--- config.mk ---
export PLATFORM = sky130hd
export DESIGN_NAME = dmem_port_arbiter
export DESIGN_NICKNAME = d
export VERILOG_FILES = /design/src/rtl/dmem_port_arbiter.sv
export SDC_FILE = /design/constraint.sdc
export NUM_CORES = 1
export LEC_CHECK = 0
export ABC_AREA = 1
export BUFFER_PORTS_ARGS = -buffer_cell sky130_fd_sc_hd__buf_2
export CAP_MARGIN = 10
export CORE_AREA = 2 2 116 118
export CTS_BUF_LIST = sky130_fd_sc_hd__clkbuf_8
export CTS_CLUSTER_DIAMETER = 30
export DETAILED_ROUTE_END_ITERATION = 10
export DIE_AREA = 0 0 118 120
export PLACE_DENSITY_LB_ADDON = 0.25
export SYNTH_ARGS = -nofsm -noshare
export SYNTH_HDL_FRONTEND = slang
export SYNTH_SLANG_ARGS = --single-unit
--- constraint.sdc ---
create_clock -name i_clk -period 2.7 [get_ports i_clk]
set_input_delay 0 -clock i_clk [delete_from_list [all_inputs] [get_ports i_clk]]
set_output_delay 0 -clock i_clk [all_outputs]
set_load 0.05 [all_outputs]
--- src/rtl/dmem_port_arbiter.sv ---
// dmem_port_arbiter
//   Shares the single data-memory port between the pipeline MEM stage (CPU)
//   and an external loader/debug master (EXT). The CPU has default priority.
//   EXT gets bounded bursts while the CPU is waiting, and is forced in after
//   STARVE_LIMIT consecutive denied cycles. While EXT owns the port, a pending
//   CPU request is stalled.
//
// Ports
//   i_clk, i_rst_n                      clock, async active-low reset
//   i_cpu_req/we/addr/wdata             CPU access request
//   o_cpu_rdata                         CPU load data (straight from memory)
//   o_cpu_stall                         freeze pipeline
//   i_ext_req/we/addr/wdata             EXT access request (held until granted)
//   o_ext_gnt                           EXT beat accepted this cycle
//   o_ext_rvalid, o_ext_rdata           registered EXT read return
//   o_mem_we/addr/wdata, i_mem_rdata    memory port (combinational read)
//
// States
//   state  | meaning
//   ST_CPU | CPU owns the port; EXT requests are counted toward starvation
//   ST_EXT | EXT owns the port; one beat per cycle while i_ext_req is high
module dmem_port_arbiter #(
  parameter int ADDR_W        = 32,
  parameter int DATA_W        = 32,
  parameter int EXT_MAX_BURST = 4,
  parameter int STARVE_LIMIT  = 8
) (
  input  logic              i_clk,
  input  logic              i_rst_n,
  input  logic              i_cpu_req,
  input  logic              i_cpu_we,
  input  logic [ADDR_W-1:0] i_cpu_addr,
  input  logic [DATA_W-1:0] i_cpu_wdata,
  output logic [DATA_W-1:0] o_cpu_rdata,
  output logic              o_cpu_stall,
  input  logic              i_ext_req,
  input  logic              i_ext_we,
  input  logic [ADDR_W-1:0] i_ext_addr,
  input  logic [DATA_W-1:0] i_ext_wdata,
  output logic              o_ext_gnt,
  output logic              o_ext_rvalid,
  output logic [DATA_W-1:0] o_ext_rdata,
  output logic              o_mem_we,
  output logic [ADDR_W-1:0] o_mem_addr,
  output logic [DATA_W-1:0] o_mem_wdata,
  input  logic [DATA_W-1:0] i_mem_rdata
);

  typedef enum logic {ST_CPU = 1'b0, ST_EXT = 1'b1} state_t;

  localparam int SW = $clog2(STARVE_LIMIT + 1);
  localparam int BW = $clog2(EXT_MAX_BURST + 1);
  localparam logic [SW-1:0] STARVE_LAST = SW'(STARVE_LIMIT - 1);
  localparam logic [BW-1:0] BURST_LAST  = BW'(EXT_MAX_BURST - 1);

  state_t          state, state_nxt;
  logic [SW-1:0]   starve_cnt, starve_nxt;
  logic [BW-1:0]   burst_cnt, burst_nxt;
  logic            mem_we_raw;

  always_ff @(posedge i_clk or negedge i_rst_n) begin
    if (!i_rst_n) begin
      state        <= ST_CPU;
      starve_cnt   <= '0;
      burst_cnt    <= '0;
      o_ext_rvalid <= 1'b0;
      o_ext_rdata  <= '0;
    end else begin
      state        <= state_nxt;
      starve_cnt   <= starve_nxt;
      burst_cnt    <= burst_nxt;
      o_ext_rvalid <= o_ext_gnt & ~i_ext_we;
      if (o_ext_gnt && !i_ext_we)
        o_ext_rdata <= i_mem_rdata;
    end
  end

  always_comb begin
    state_nxt   = state;
    starve_nxt  = starve_cnt;
    burst_nxt   = burst_cnt;
    o_ext_gnt   = 1'b0;
    o_cpu_stall = 1'b0;
    o_mem_addr  = i_cpu_addr;
    o_mem_wdata = i_cpu_wdata;
    mem_we_raw  = i_cpu_req & i_cpu_we;

    case (state)
      ST_CPU: begin
        if (!i_ext_req) begin
          starve_nxt = '0;
        end else if (!i_cpu_req || starve_cnt == STARVE_LAST) begin
          state_nxt  = ST_EXT;
          starve_nxt = '0;
          burst_nxt  = '0;
        end else begin
          starve_nxt = starve_cnt + SW'(1);
        end
      end
      ST_EXT: begin
        o_mem_addr  = i_ext_addr;
        o_mem_wdata = i_ext_wdata;
        mem_we_raw  = i_ext_req & i_ext_we;
        o_ext_gnt   = i_ext_req;
        o_cpu_stall = i_cpu_req;
        if (!i_ext_req) begin
          state_nxt = ST_CPU;
        end else if (burst_cnt == BURST_LAST) begin
          // Counter parks here; the burst only ends once the CPU actually waits.
          if (i_cpu_req)
            state_nxt = ST_CPU;
        end else begin
          burst_nxt = burst_cnt + BW'(1);
        end
      end
      default: state_nxt = ST_CPU;
    endcase
  end

  // Write enable is gated by reset itself so nothing is written while held in reset.
  assign o_mem_we    = mem_we_raw & i_rst_n;
  assign o_cpu_rdata = i_mem_rdata;

endmodule

==> results of run 1 <==
## registers in the layout (all words and copies together), names as in the netlist
| signal | cells |
|---|---|
| burst_cnt | 3 |
| starve_cnt | 4 |
| state | 1 |
| o_ext_rdata | 32 |
| o_ext_rvalid | 1 |
## path summary, 6_finish.rpt
check,startpoint,to,slack (ps),cells past startpoint
max in group asynchronous,i_rst_n,state$_DFF_PN0_,1960,3
min in group asynchronous,i_rst_n,o_ext_rdata[3]$_DFFE_PN0P_,350,3
max,state$_DFF_PN0_,o_mem_addr[24],890,4
min,i_cpu_req,state$_DFF_PN0_,20,2
min reg2reg,o_ext_rdata[5]$_DFFE_PN0P_,o_ext_rdata[5]$_DFFE_PN0P_,480,2
max reg2reg,state$_DFF_PN0_,o_ext_rdata[7]$_DFFE_PN0P_,1150,5
## layout by cell type, fill, tap and decap left out
master | Yosys | layout
nand2_1 | 299 | 299
buf_2 | 5 | 297
dfrtp_1 | 41 | 40
dlygate4sd3_1 | 0 | 33
inv_1 | 9 | 10
nand2_2 | 9 | 9
nand3_1 | 7 | 7
clkbuf_8 | 0 | 6
nand4_1 | 4 | 4
a21oi_1 | 3 | 3
ha_1 | 3 | 3
buf_4 | 33 | 3
inv_2 | 1 | 1
a21boi_0 | 1 | 1
or2_1 | 1 | 1
inv_6 | 1 | 1
nor2_1 | 1 | 1
o211ai_1 | 1 | 1
o21ai_0 | 1 | 1
o22ai_1 | 1 | 1
bufinv_16 | 0 | 1
buf_12 | 1 | 1
dfrtp_2 | 0 | 1
## layout make-up
cell class	count	area share, %
clock buffers	6	1.80
flip-flops and latches	41	22.3
repair buffers	334	40.4
clock inverters	2	0.735
multi-input cells	331	28.9
inverters	11	1.01
well taps	176	4.79
## per-layer routing
layer  vias to the layer above  GRT usage [%]  wire (µm)
li1                       1852              -          -
met1                      1517           17.4       4390
met2                       173           26.5       5310
met3                        15           3.66        879
met4                         0           3.24        157
met5                         -              0          0
## per-stage QoR
| stage | setup slack, ps | util [%] | std cells | total power, W |
|---|---|---|---|---|
| 5_1_grt | 768 | 35.4 | 901 | 0.00510 |
| 3_5_place_dp | 1140 | 32.0 | 860 | 0.00430 |
| 2_1_floorplan | 624 | - | 437 | 0.00351 |
| 3_3_place_gp | 1140 | 32.0 | 860 | 0.00431 |
| 4_1_cts | 855 | 35.4 | 901 | 0.00487 |
| 6_report | 895 | 35.4 | 901 | 0.00482 |
## cell families after synthesis
group / synth area share [%]
flip-flops: 37.0
buffers and inverters: 15.1
adder cells (fa/ha/maj): 1.35
AO/OA/AOI/OAI: 1.49
AND/OR/NAND/NOR: 45.1
## power by group through the flow
stage / registers, W / clock network (W) / logic, W
after floorplan: 0.00177 / 0 / 0.00174
after global placement: 0.00103 / 0 / 0.00328
after detailed placement: 0.00101 / 0 / 0.00329
after CTS: 0.00101 / 0.000537 / 0.00333
after global routing: 0.00104 / 0.000559 / 0.00350
final: 0.00101 / 0.000508 / 0.00330
==> metrics.md, run 1 <==
| Metric | Value |
|---|---|
| Outcome | `completed` |
| MaxCap Viol Count | `0` |
| Nets | `893` |
| Post-route ant nets | `0` |
| Global route overflow | `0` |
| Yosys top cell area share | `40.5%` |
| P&R area growth vs syn | `65.9%` |
| Hold Vio Cnt, Final | `0` |
| Vias in the first global route | `3387` |
| Final Skew | `4.92 ps` |
| Share of cells above drive strength 1 | `44.1%` |
| P_sw | `0.00294 W` |
| Core ar. | `0.0130 mm²` |
| CP Data Required Time | `2700 ps` |
| Final Cell Area | `0.00460 mm²` |
| Placed cell area | `0.00415 mm²` |
| Combinational fraction of design power | `68.5%` |
| Root buf cell | `clkbuf_8` |
| CP delay by family, top | `buffers and inverters` |
| Critical Path Most Common Cell | `nand2_1` |
| Initial Util | `21.4%` |
| Detailed Route Iter0 Violations | `137` |
| Syn Inst Count | `437` |
| Critical path type | `flop to primary output` |
| Crit. End Element | `primary output` |
| Pwr dens | `1050 mW/mm²` |
| Sequential Power Share | `20.9%` |
| Htree depth | `2` |
| Maximum clock rate | `0.554 GHz` |
| Deepest clock path buffer count | `2` |
| Worst skew pair latency | `290 ps` |
| Worst slew pin tran | `656 ps` |
| Clock tree from TritonCTS | `built` |
| Clk pwr share | `10.5%` |
| Remaining DRCs | `0` |
| RD Place Congestion | `0.795` |
| Final period util | `66.9%` |
| Number of synthesized register bits | `41` |
| Syn nets | `606` |
| CP arrival | `1810 ps` |
| Multi-input logic area | `0.00133 mm²` |
| Clk slew on worst S/H paths | `70 ps` |
| Fillers | `1436` |
| Ys Warns | `0` |
| Hold Crit Class | `primary input to flop` |
| Sw Share | `61.0%` |
| Largest net degree at the start of global routing | `69` |
| Fin. max-slew vios | `0` |
| Routed WL | `10700 µm` |
| CTS resizes | `0` |
| Min Hold Slack | `16.1 ps` |
| Die area | `0.0142 mm²` |
| Crit path buf inv count | `2` |
| CP Launch Type | `flop` |
| # IOs | `298` |
| Clock sinks | `41` |
| Avg WL per Cell | `11.9 µm` |
| CP cell instances | `buf_4 -> nand2_1 -> nand2_1 -> buf_2` |
| Top-count cell post-synth | `nand2_1` |
| Slowest cell on crit path | `buf_4` |
| Total GRT Usage | `14.6%` |
| Post-synth EDFFs | `0` |
| Slew HR | `56.3%` |
| Top_reg_cell synth | `dfrtp_1` |
| Initial antenna violation count | `0` |
| Leakage Power | `2.94 nW` |
| Largest stage delay, worst path | `540 ps` |
| Site Rows | `42` |
| Ranking of synthesized cells by area | `nand2_1 (40%), dfrtp_1 (37%), buf_4 (8.9%)` |
| Avg Cell Area, Syn | `6.34 µm²` |
| Reg area | `0.00103 mm²` |
| Total number of vias | `3557` |
| TritonCTS buffer count | `5` |
| Chip height | `120 µm` |
| First-pass GRT wire length | `16800 µm` |
| Synth cell types | `21` |
| Post-CTS Setup Bufs | `0` |
| Post-route setup TNS | `0 ps` |
| Drt pass-1 iters | `4` |
| Endpoints failing setup | `0` |
| Max FO, Critical Path | `68` |
| Detailed Place HPWL | `8360 µm` |
| Avg Vias per Cell | `3.95` |
| Asr flop ratio synth | `100%` |
| Pint | `0.00188 W` |
| Top post-synthesis cells by count | `nand2_1 (299), dfrtp_1 (41), buf_4 (33)` |
| Sequential share of the synthesized area | `37.0%` |
| Final Critical Period | `1810 ps` |
| Area leader, netlist | `nand2_1` |
| RSZ-0062 raised after global routing | `false` |
| Syn Std Cell Area | `0.00277 mm²` |
| Hold Buf Count CTS | `33` |
| Diodes inserted | `0` |
| PortBufs | `297` |
| Die width | `118 µm` |
| Max IR drop VDD | `0.487 mV` |
Note: power is estimated with default switching activity, not from simulation.
==> run 2: changes to the inputs <==
--- a/config.mk
+++ b/config.mk
@@ -5,14 +5,14 @@
 export SDC_FILE = /design/constraint.sdc
 export NUM_CORES = 1
 export LEC_CHECK = 0
-export ABC_AREA = 1
+export ABC_AREA = 0
 export BUFFER_PORTS_ARGS = -buffer_cell sky130_fd_sc_hd__buf_2
 export CAP_MARGIN = 10
-export CORE_AREA = 2 2 116 118
+export CORE_AREA = 2 2 117 119
 export CTS_BUF_LIST = sky130_fd_sc_hd__clkbuf_8
 export CTS_CLUSTER_DIAMETER = 30
 export DETAILED_ROUTE_END_ITERATION = 10
-export DIE_AREA = 0 0 118 120
+export DIE_AREA = 0 0 119 121
 export PLACE_DENSITY_LB_ADDON = 0.25
 export SYNTH_ARGS = -nofsm -noshare
 export SYNTH_HDL_FRONTEND = slang
==> constraint.sdc (replaced) <==
create_clock -name i_clk -period 1.6 [get_ports i_clk]
set_input_delay 0 -clock i_clk [delete_from_list [all_inputs] [get_ports i_clk]]
set_output_delay 0 -clock i_clk [all_outputs]
set_load 0.05 [all_outputs]
==> run 2 against run 1 <==
Hold slack better by 87 ps; area after synthesis is 1.1% higher; utilization up 5.2 points; cell area up 16%.
==> metrics.md, run 2 <==
| Metric | Value |
|---|---|
| Final Skew | `10.7 ps (+5.80 ps)` |
| Most flops, register | `o_ext_rdata` |
| Hold Crit Class | `primary input to flop` |
| Initial antenna violation count | `1 (+1)` |
| RSZ-0062 raised after global routing | `true` |
| Largest register FFs | `32 (unchanged)` |
| P&R area growth vs syn | `89.6%` |
| Post-synth EDFFs | `0 (unchanged)` |
| Ranking of synthesized cells by area | `dfrtp_1 (37%), mux2_2 (27%), mux2_4 (16%)` |
| Non-Filler Instances | `710 (-21%)` |
| Initial Util | `21.4% (+0.068 points)` |
| Endpoints failing setup | `0 (unchanged)` |
| Sequential share of the synthesized area | `36.6% (-0.41 points)` |
| Post-route ant nets | `0 (unchanged)` |
| Commonest non-fill, non-tap cell in the layout | `buf_2` |
| Fin. max-slew vios | `0 (unchanged)` |
| TritonCTS buffer count | `5 (unchanged)` |
| Commonest cells after routing, fill and taps aside | `buf_2 (232), mux2_2 (66), buf_6 (55)` |
| Leakage Power | `2.81 nW (-4.4%)` |
| CP cell instances | `buf_6 -> and2_4 -> nand2b_4 -> clkbuf_16 -> buf_12 -> mux2_4` |
| Slew HR | `64.8% (+8.6 points)` |
| Nets | `702 (-21%)` |
| Syn Std Cell Area | `0.00280 mm² (+1.1%)` |
| Core ar. | `0.0131 mm² (+0.81%)` |
| Clk slew on worst S/H paths | `80 ps (about the same)` |
| Remaining DRCs | `0 (unchanged)` |
| # IOs | `298 (unchanged)` |
| Pwr dens | `942 mW/mm² (-10%)` |
| Avg Cell Area, Syn | `12.6 µm² (+99%)` |
| Placed insts | `654 (-24%)` |
| Largest stage delay, worst path | `510 ps (-30 ps)` |
| CP Launch Type | `flop` |
| Chip height | `121 µm (+0.83%)` |
| Area leader, netlist | `dfrtp_1` |
| CP Data Required Time | `1780 ps (-920 ps)` |
| Slowest cell on crit path | `dfrtp_4` |
| Vias in the first global route | `2884 (-15%)` |
| Largest net degree at the start of global routing | `42 (-39%)` |
| Detailed Route Iter0 Violations | `88 (-36%)` |
| Final Critical Period | `1590 ps` |
| Drt pass-1 iters | `4 (unchanged)` |
| Deepest clock path buffer count | `2 (unchanged)` |
| Site Rows | `42 (unchanged)` |
| Final period util | `99.4%` |
| Maximum clock rate | `0.629 GHz` |
| Routed WL | `12200 µm (+14%)` |
| Clock sinks | `41 (unchanged)` |
| Syn nets | `391 (-35%)` |
| Final Util | `40.6% (+5.2 points)` |
| Global route overflow | `0 (unchanged)` |
| Clock tree from TritonCTS | `built` |
| Number of synthesized register bits | `41 (unchanged)` |
| Top-count cell post-synth | `mux2_2` |
| Htree depth | `2 (unchanged)` |
| Root buf cell | `clkbuf_8` |
| Total number of vias | `2911 (-18%)` |
| Yosys top cell area share | `36.6% (-3.9 points)` |
| Worst slew pin tran | `527 ps (-129 ps)` |
| CP delay by family, top | `flip-flops` |
| Crit path buf inv count | `3 (+1)` |
| Ys Warns | `0 (unchanged)` |
| Max FO, Critical Path | `8 (-88%)` |
| Share of cells above drive strength 1 | `79.6% (+35 points)` |
| Total GRT Usage | `14.5% (-0.12 points)` |
| Largest regs | `o_ext_rdata x32, starve_cnt x4, burst_cnt x3` |
| MaxCap Viol Count | `0 (unchanged)` |
| Critical path type | `flop to flop` |
| Synth cell types | `23 (+9.5%)` |
| Top post-synthesis cells by count | `mux2_2 (67), dfrtp_1 (41), buf_4 (32)` |
| Max IR drop VDD | `0.346 mV (-29%)` |
| Outcome | `completed` |
| Avg WL per Cell | `17.2 µm (+44%)` |
| Die width | `119 µm (+0.85%)` |
| Top_reg_cell synth | `dfrtp_1` |
| Worst skew pair latency | `290 ps (about the same)` |
| Avg Vias per Cell | `4.10 (+3.9%)` |
| Die area | `0.0144 mm² (+1.7%)` |
| Hold Vio Cnt, Final | `0 (unchanged)` |
| CP arrival | `1770 ps (-40 ps)` |
| Crit. End Element | `flop` |
| First-pass GRT wire length | `16000 µm (-4.9%)` |
| RD Place Congestion | `0.788 (-0.89%)` |
| Asr flop ratio synth | `100% (unchanged)` |
| Diodes inserted | `0 (unchanged)` |
| Detailed Place HPWL | `8960 µm (+7.2%)` |
| PortBufs | `297 (unchanged)` |
| Syn Inst Count | `222 (-49%)` |
run 2: changes by cell type in the layout (fill, tap and decap cells not counted), sizes merged, moves of 2 or more:
| cell | before | now |
|---|---|---|
| clkbuf | 6 | 9 |
| nand2 | 308 | 8 |
| nand2b | 0 | 3 |
| and3b | 0 | 3 |
| nand3 | 7 | 3 |
| mux2 | 0 | 96 |
| a21oi | 3 | 1 |
| inv | 12 | 3 |
| a22o | 0 | 3 |
| and2 | 0 | 3 |
| nand4 | 4 | 0 |
| clkinv | 0 | 2 |
| buf | 301 | 311 |
| o21ai | 1 | 7 |
run 2: worst paths after layout:
check	start	to	slack (ps)	cells after the start
hold / removal	i_cpu_req	state$_DFF_PN0_	100	3
max in group asynchronous	i_rst_n	state$_DFF_PN0_	810	3
setup reg to reg	state$_DFF_PN0_	o_ext_rdata[27]$_DFFE_PN0P_	10	6
hold reg to reg	o_ext_rdata[15]$_DFFE_PN0P_	o_ext_rdata[15]$_DFFE_PN0P_	510	1
min in group asynchronous	i_rst_n	o_ext_rdata[16]$_DFFE_PN0P_	370	3
setup / recovery	state$_DFF_PN0_	o_ext_rdata[27]$_DFFE_PN0P_	10	6
run 2: through the flow:
step | setup TNS [ps] | cell area [µm²] | power (W) | hold slack, ps | worst slack, ps
6_report | 0 | 5310 | 0.00500 | 103 | 9.54
2_1_floorplan | 0 | 2800 | 0.00335 | -296 | 226
5_1_grt | -584 | 5310 | 0.00522 | 134 | -28.2
4_1_cts | -943 | 4710 | 0.00478 | 56.9 | -48.6
3_3_place_gp | 0 | 4240 | 0.00399 | 160 | 164
3_5_place_dp | 0 | 4240 | 0.00401 | 159 | 154
run 2: area by class of cell:
type	count	area, µm²
Inverter	3	11.3
Tap cell	176	220
Clock buffer	5	68.8
Sequential cell	41	1030
Timing Repair Buffer	348	2500
Multi-Input combinational cell	134	1470
Fill cell	1244	7770
Clock inverter	3	17.5
run 2: logic make-up (layout without fill, tap and decap cells):
kind of cell | after synthesis | after routing | synth area share (%)
adder cells (fa/ha/maj) | 3 | 3 | 1.34
flip-flops | 41 | 41 | 36.6
AND/OR/NAND/NOR | 22 | 22 | 4.60
AO/OA/AOI/OAI | 13 | 13 | 3.04
multiplexers | 96 | 96 | 42.5
buffers and inverters | 47 | 359 | 12.0
run 2: power breakdown:
part	internal, W	switching [W]	total, W	leakage, nW
combinational	0.00110	0.00187	0.00297	2.26
clock	0.000301	0.000364	0.000665	0.0439
sequential	0.00125	0.000121	0.00137	0.501
total	0.00264	0.00236	0.00500	2.81
run 2: layer usage:
layer | routed length, µm | global-route usage, % | vias to the layer above | part of all wire [%]
li1 | - | - | 1380 | -
met1 | 4360 | 15.0 | 1349 | 36
met2 | 6540 | 27.6 | 169 | 54
met3 | 976 | 4.23 | 13 | 8.0
met4 | 326 | 5.21 | 0 | 2.7
met5 | 0 | 0 | - | 0
run 2: what timing repair did:
action,in CTS,in global routing
gates resized for setup,8,190
buffers inserted,1,7
endpoints found under the setup margin,64,98
hold endpoints to repair,73,0
hold buffers,33,0
gates cloned,1,6
run 2: worst register-to-register path, delay by kind of cell, from the launching register on:
family | cells | cell delay (ps)
buffers and inverters | 3 | 420
muxes | 1 | 300
and+or+nand+nor | 2 | 260
DFF | 1 | 510
==> run 3: changes to the inputs <==
==> constraint.sdc (replaced) <==
create_clock -name i_clk -period 1.7 [get_ports i_clk]
set_input_delay 0 -clock i_clk [delete_from_list [all_inputs] [get_ports i_clk]]
set_output_delay 0 -clock i_clk [all_outputs]
set_load 0.05 [all_outputs]
==> run 3 against run 2 <==
Wire length decreased by 7.0%; global-route usage increased by 0.24 points; hold slack got worse by 41 ps; first-iteration DRC count decreased by 32%; clock skew decreased by 8.9 ps; highest routed layer is now met5; utilization decreased by 4.3 points.
==> metrics.md, run 3 (synthesis results as in run 2) <==
| Metric | Value |
|---|---|
| Die area | `0.0144 mm² (unchanged)` |
| Leakage Power | `2.58 nW (-8.0%)` |
| Post-route setup TNS | `0 ps (unchanged)` |
| Remaining DRCs | `0 (unchanged)` |
| Endpoints failing setup | `0 (unchanged)` |
| Detailed Place HPWL | `8960 µm (about the same)` |
| Final period util | `97.8% (-1.6 points)` |
| Largest register FFs | `32 (unchanged)` |
| Fin. max-slew vios | `0 (unchanged)` |
| Largest regs | `o_ext_rdata x32, starve_cnt x4, burst_cnt x3` |
| Final Util | `36.3% (-4.3 points)` |
| Final Critical Period | `1660 ps (+72.2 ps)` |
| Worst slew pin tran | `527 ps (-0.173 ps)` |
| Crit. End Element | `flop` |
| Detailed Route Iter0 Violations | `60 (-32%)` |
| Critical path type | `flop to flop` |
| Largest stage delay, worst path | `520 ps (about the same)` |
| PortBufs | `297 (unchanged)` |
| Nets | `691 (-1.6%)` |
| Avg WL per Cell | `16.2 µm (-5.7%)` |
| Largest net degree at the start of global routing | `42 (unchanged)` |
| Avg Vias per Cell | `4.09 (-0.31%)` |
| Outcome | `completed` |
| Chip height | `121 µm (unchanged)` |
| CP cell instances | `buf_4 -> and2_4 -> nand2b_2 -> buf_12 -> mux2_2` |
| Max IR drop VDD | `0.327 mV (-5.5%)` |
| Routed WL | `11300 µm (-7.0%)` |
| Vias in the first global route | `2839 (-1.6%)` |
| Core ar. | `0.0131 mm² (unchanged)` |
| Site Rows | `42 (unchanged)` |
| Initial Util | `21.4% (unchanged)` |
| Die width | `119 µm (unchanged)` |
| Most flops, register | `o_ext_rdata` |
| Final Skew | `1.82 ps (-8.90 ps)` |
| CP Launch Type | `flop` |
| Clock tree from TritonCTS | `built` |
| # IOs | `298 (unchanged)` |
| Deepest clock path buffer count | `2 (unchanged)` |
| Slew HR | `64.9% (about the same)` |
| Global route overflow | `0 (unchanged)` |
| Clk slew on worst S/H paths | `80 ps (about the same)` |
| TritonCTS buffer count | `5 (unchanged)` |
| Root buf cell | `clkbuf_8` |
| Initial antenna violation count | `2 (+1)` |
| CP arrival | `1840 ps (+70 ps)` |
| Total number of vias | `2861 (-1.7%)` |
| RD Place Congestion | `0.783 (-0.61%)` |
| RSZ-0062 raised after global routing | `true` |
| Hold Crit Class | `primary input to flop` |
| Post-route ant nets | `0 (unchanged)` |
| Pwr dens | `941 mW/mm² (about the same)` |
| CP Data Required Time | `1880 ps (+100 ps)` |
| P&R area growth vs syn | `69.6%` |
| Max FO, Critical Path | `33 (+25)` |
| Slowest cell on crit path | `dfrtp_2` |
| Maximum clock rate | `0.601 GHz (-4.3%)` |
| Commonest non-fill, non-tap cell in the layout | `buf_2` |
| Total GRT Usage | `14.7% (+0.24 points)` |
| Worst skew pair latency | `280 ps (about the same)` |
| Hold Vio Cnt, Final | `0 (unchanged)` |
| Commonest cells after routing, fill and taps aside | `buf_2 (288), mux2_2 (65), dfrtp_1 (40)` |
| Clock sinks | `41 (unchanged)` |
| Drt pass-1 iters | `4 (unchanged)` |
| Htree depth | `2 (unchanged)` |
| First-pass GRT wire length | `16200 µm (+0.99%)` |
| Share of cells above drive strength 1 | `78.6% (-1.0 points)` |
| MaxCap Viol Count | `0 (unchanged)` |
## run 3: final timing paths
path                                        startpoint  slack [ps]  cells past startpoint                     endpoint
setup / recovery                       state$_DFF_PN0_          40                      5  o_ext_rdata[15]$_DFFE_PN0P_
hold / removal                               i_cpu_req          60                      3              state$_DFF_PN0_
min in group asynchronous                      i_rst_n         380                      3  o_ext_rdata[25]$_DFFE_PN0P_
setup reg to reg                       state$_DFF_PN0_          40                      5  o_ext_rdata[15]$_DFFE_PN0P_
max in group asynchronous                      i_rst_n         930                      3              state$_DFF_PN0_
hold reg to reg            o_ext_rdata[14]$_DFFE_PN0P_         510                      1  o_ext_rdata[14]$_DFFE_PN0P_
## run 3: metrics by stage
step	power (W)	setup slack (ps)	instance area, µm²	std cells	hold WS (ps)
finish	0.00448	37.4	4750	700	62.0
global route	0.00469	-28.9	4750	699	74.5
CTS	0.00449	-35.1	4690	696	55.7
detailed placement	0.00377	254	4240	654	165
global placement	0.00376	263	4240	654	158
floorplan	0.00316	326	2800	222	-296
## run 3: critical path: cells and delay by family, from the launching register on
family | cells | cell delay [ps]
flops | 1 | 520
buf+inv | 2 | 420
mux | 1 | 360
simple gates | 2 | 220
## run 3: power breakdown
group	leakage (nW)	total [W]	switching (W)	internal [W]
sequential	0.501	0.00129	0.000119	0.00117
combinational	2.04	0.00256	0.00171	0.000849
clock	0.0439	0.000627	0.000343	0.000284
## run 3: cell type report
| cell class | instances | area (µm²) |
|---|---|---|
| antenna | 1 | 2.50 |
| clock buffer | 5 | 68.8 |
| clock inverter | 3 | 17.5 |
| fill | 1334 | 8330 |
| inverter | 3 | 11.3 |
| multi-input combinational | 134 | 1450 |
| sequential | 41 | 1030 |
| tap | 176 | 220 |
| timing repair buffer | 337 | 1950 |
## run 3: per-layer routing
metal | GRT usage [%] | share of wire (%) | vias to the layer above
met5 | 0 | 0.14 | -
met1 | 15.6 | 38 | 1317
met2 | 27.1 | 50 | 169
li1 | - | - | 1356
met4 | 6.55 | 3.9 | 2
met3 | 4.23 | 8.1 | 17
## run 3: timing repair
| action | in CTS | in global routing |
|---|---|---|
| resized for setup | 0 | 20 |
| buffers inserted | 0 | 2 |
| gates cloned | 1 | 1 |
| endpoints found under the hold margin | 73 | 0 |
| endpoints found under the setup margin | 16 | 35 |
| hold buffers | 33 | 0 |
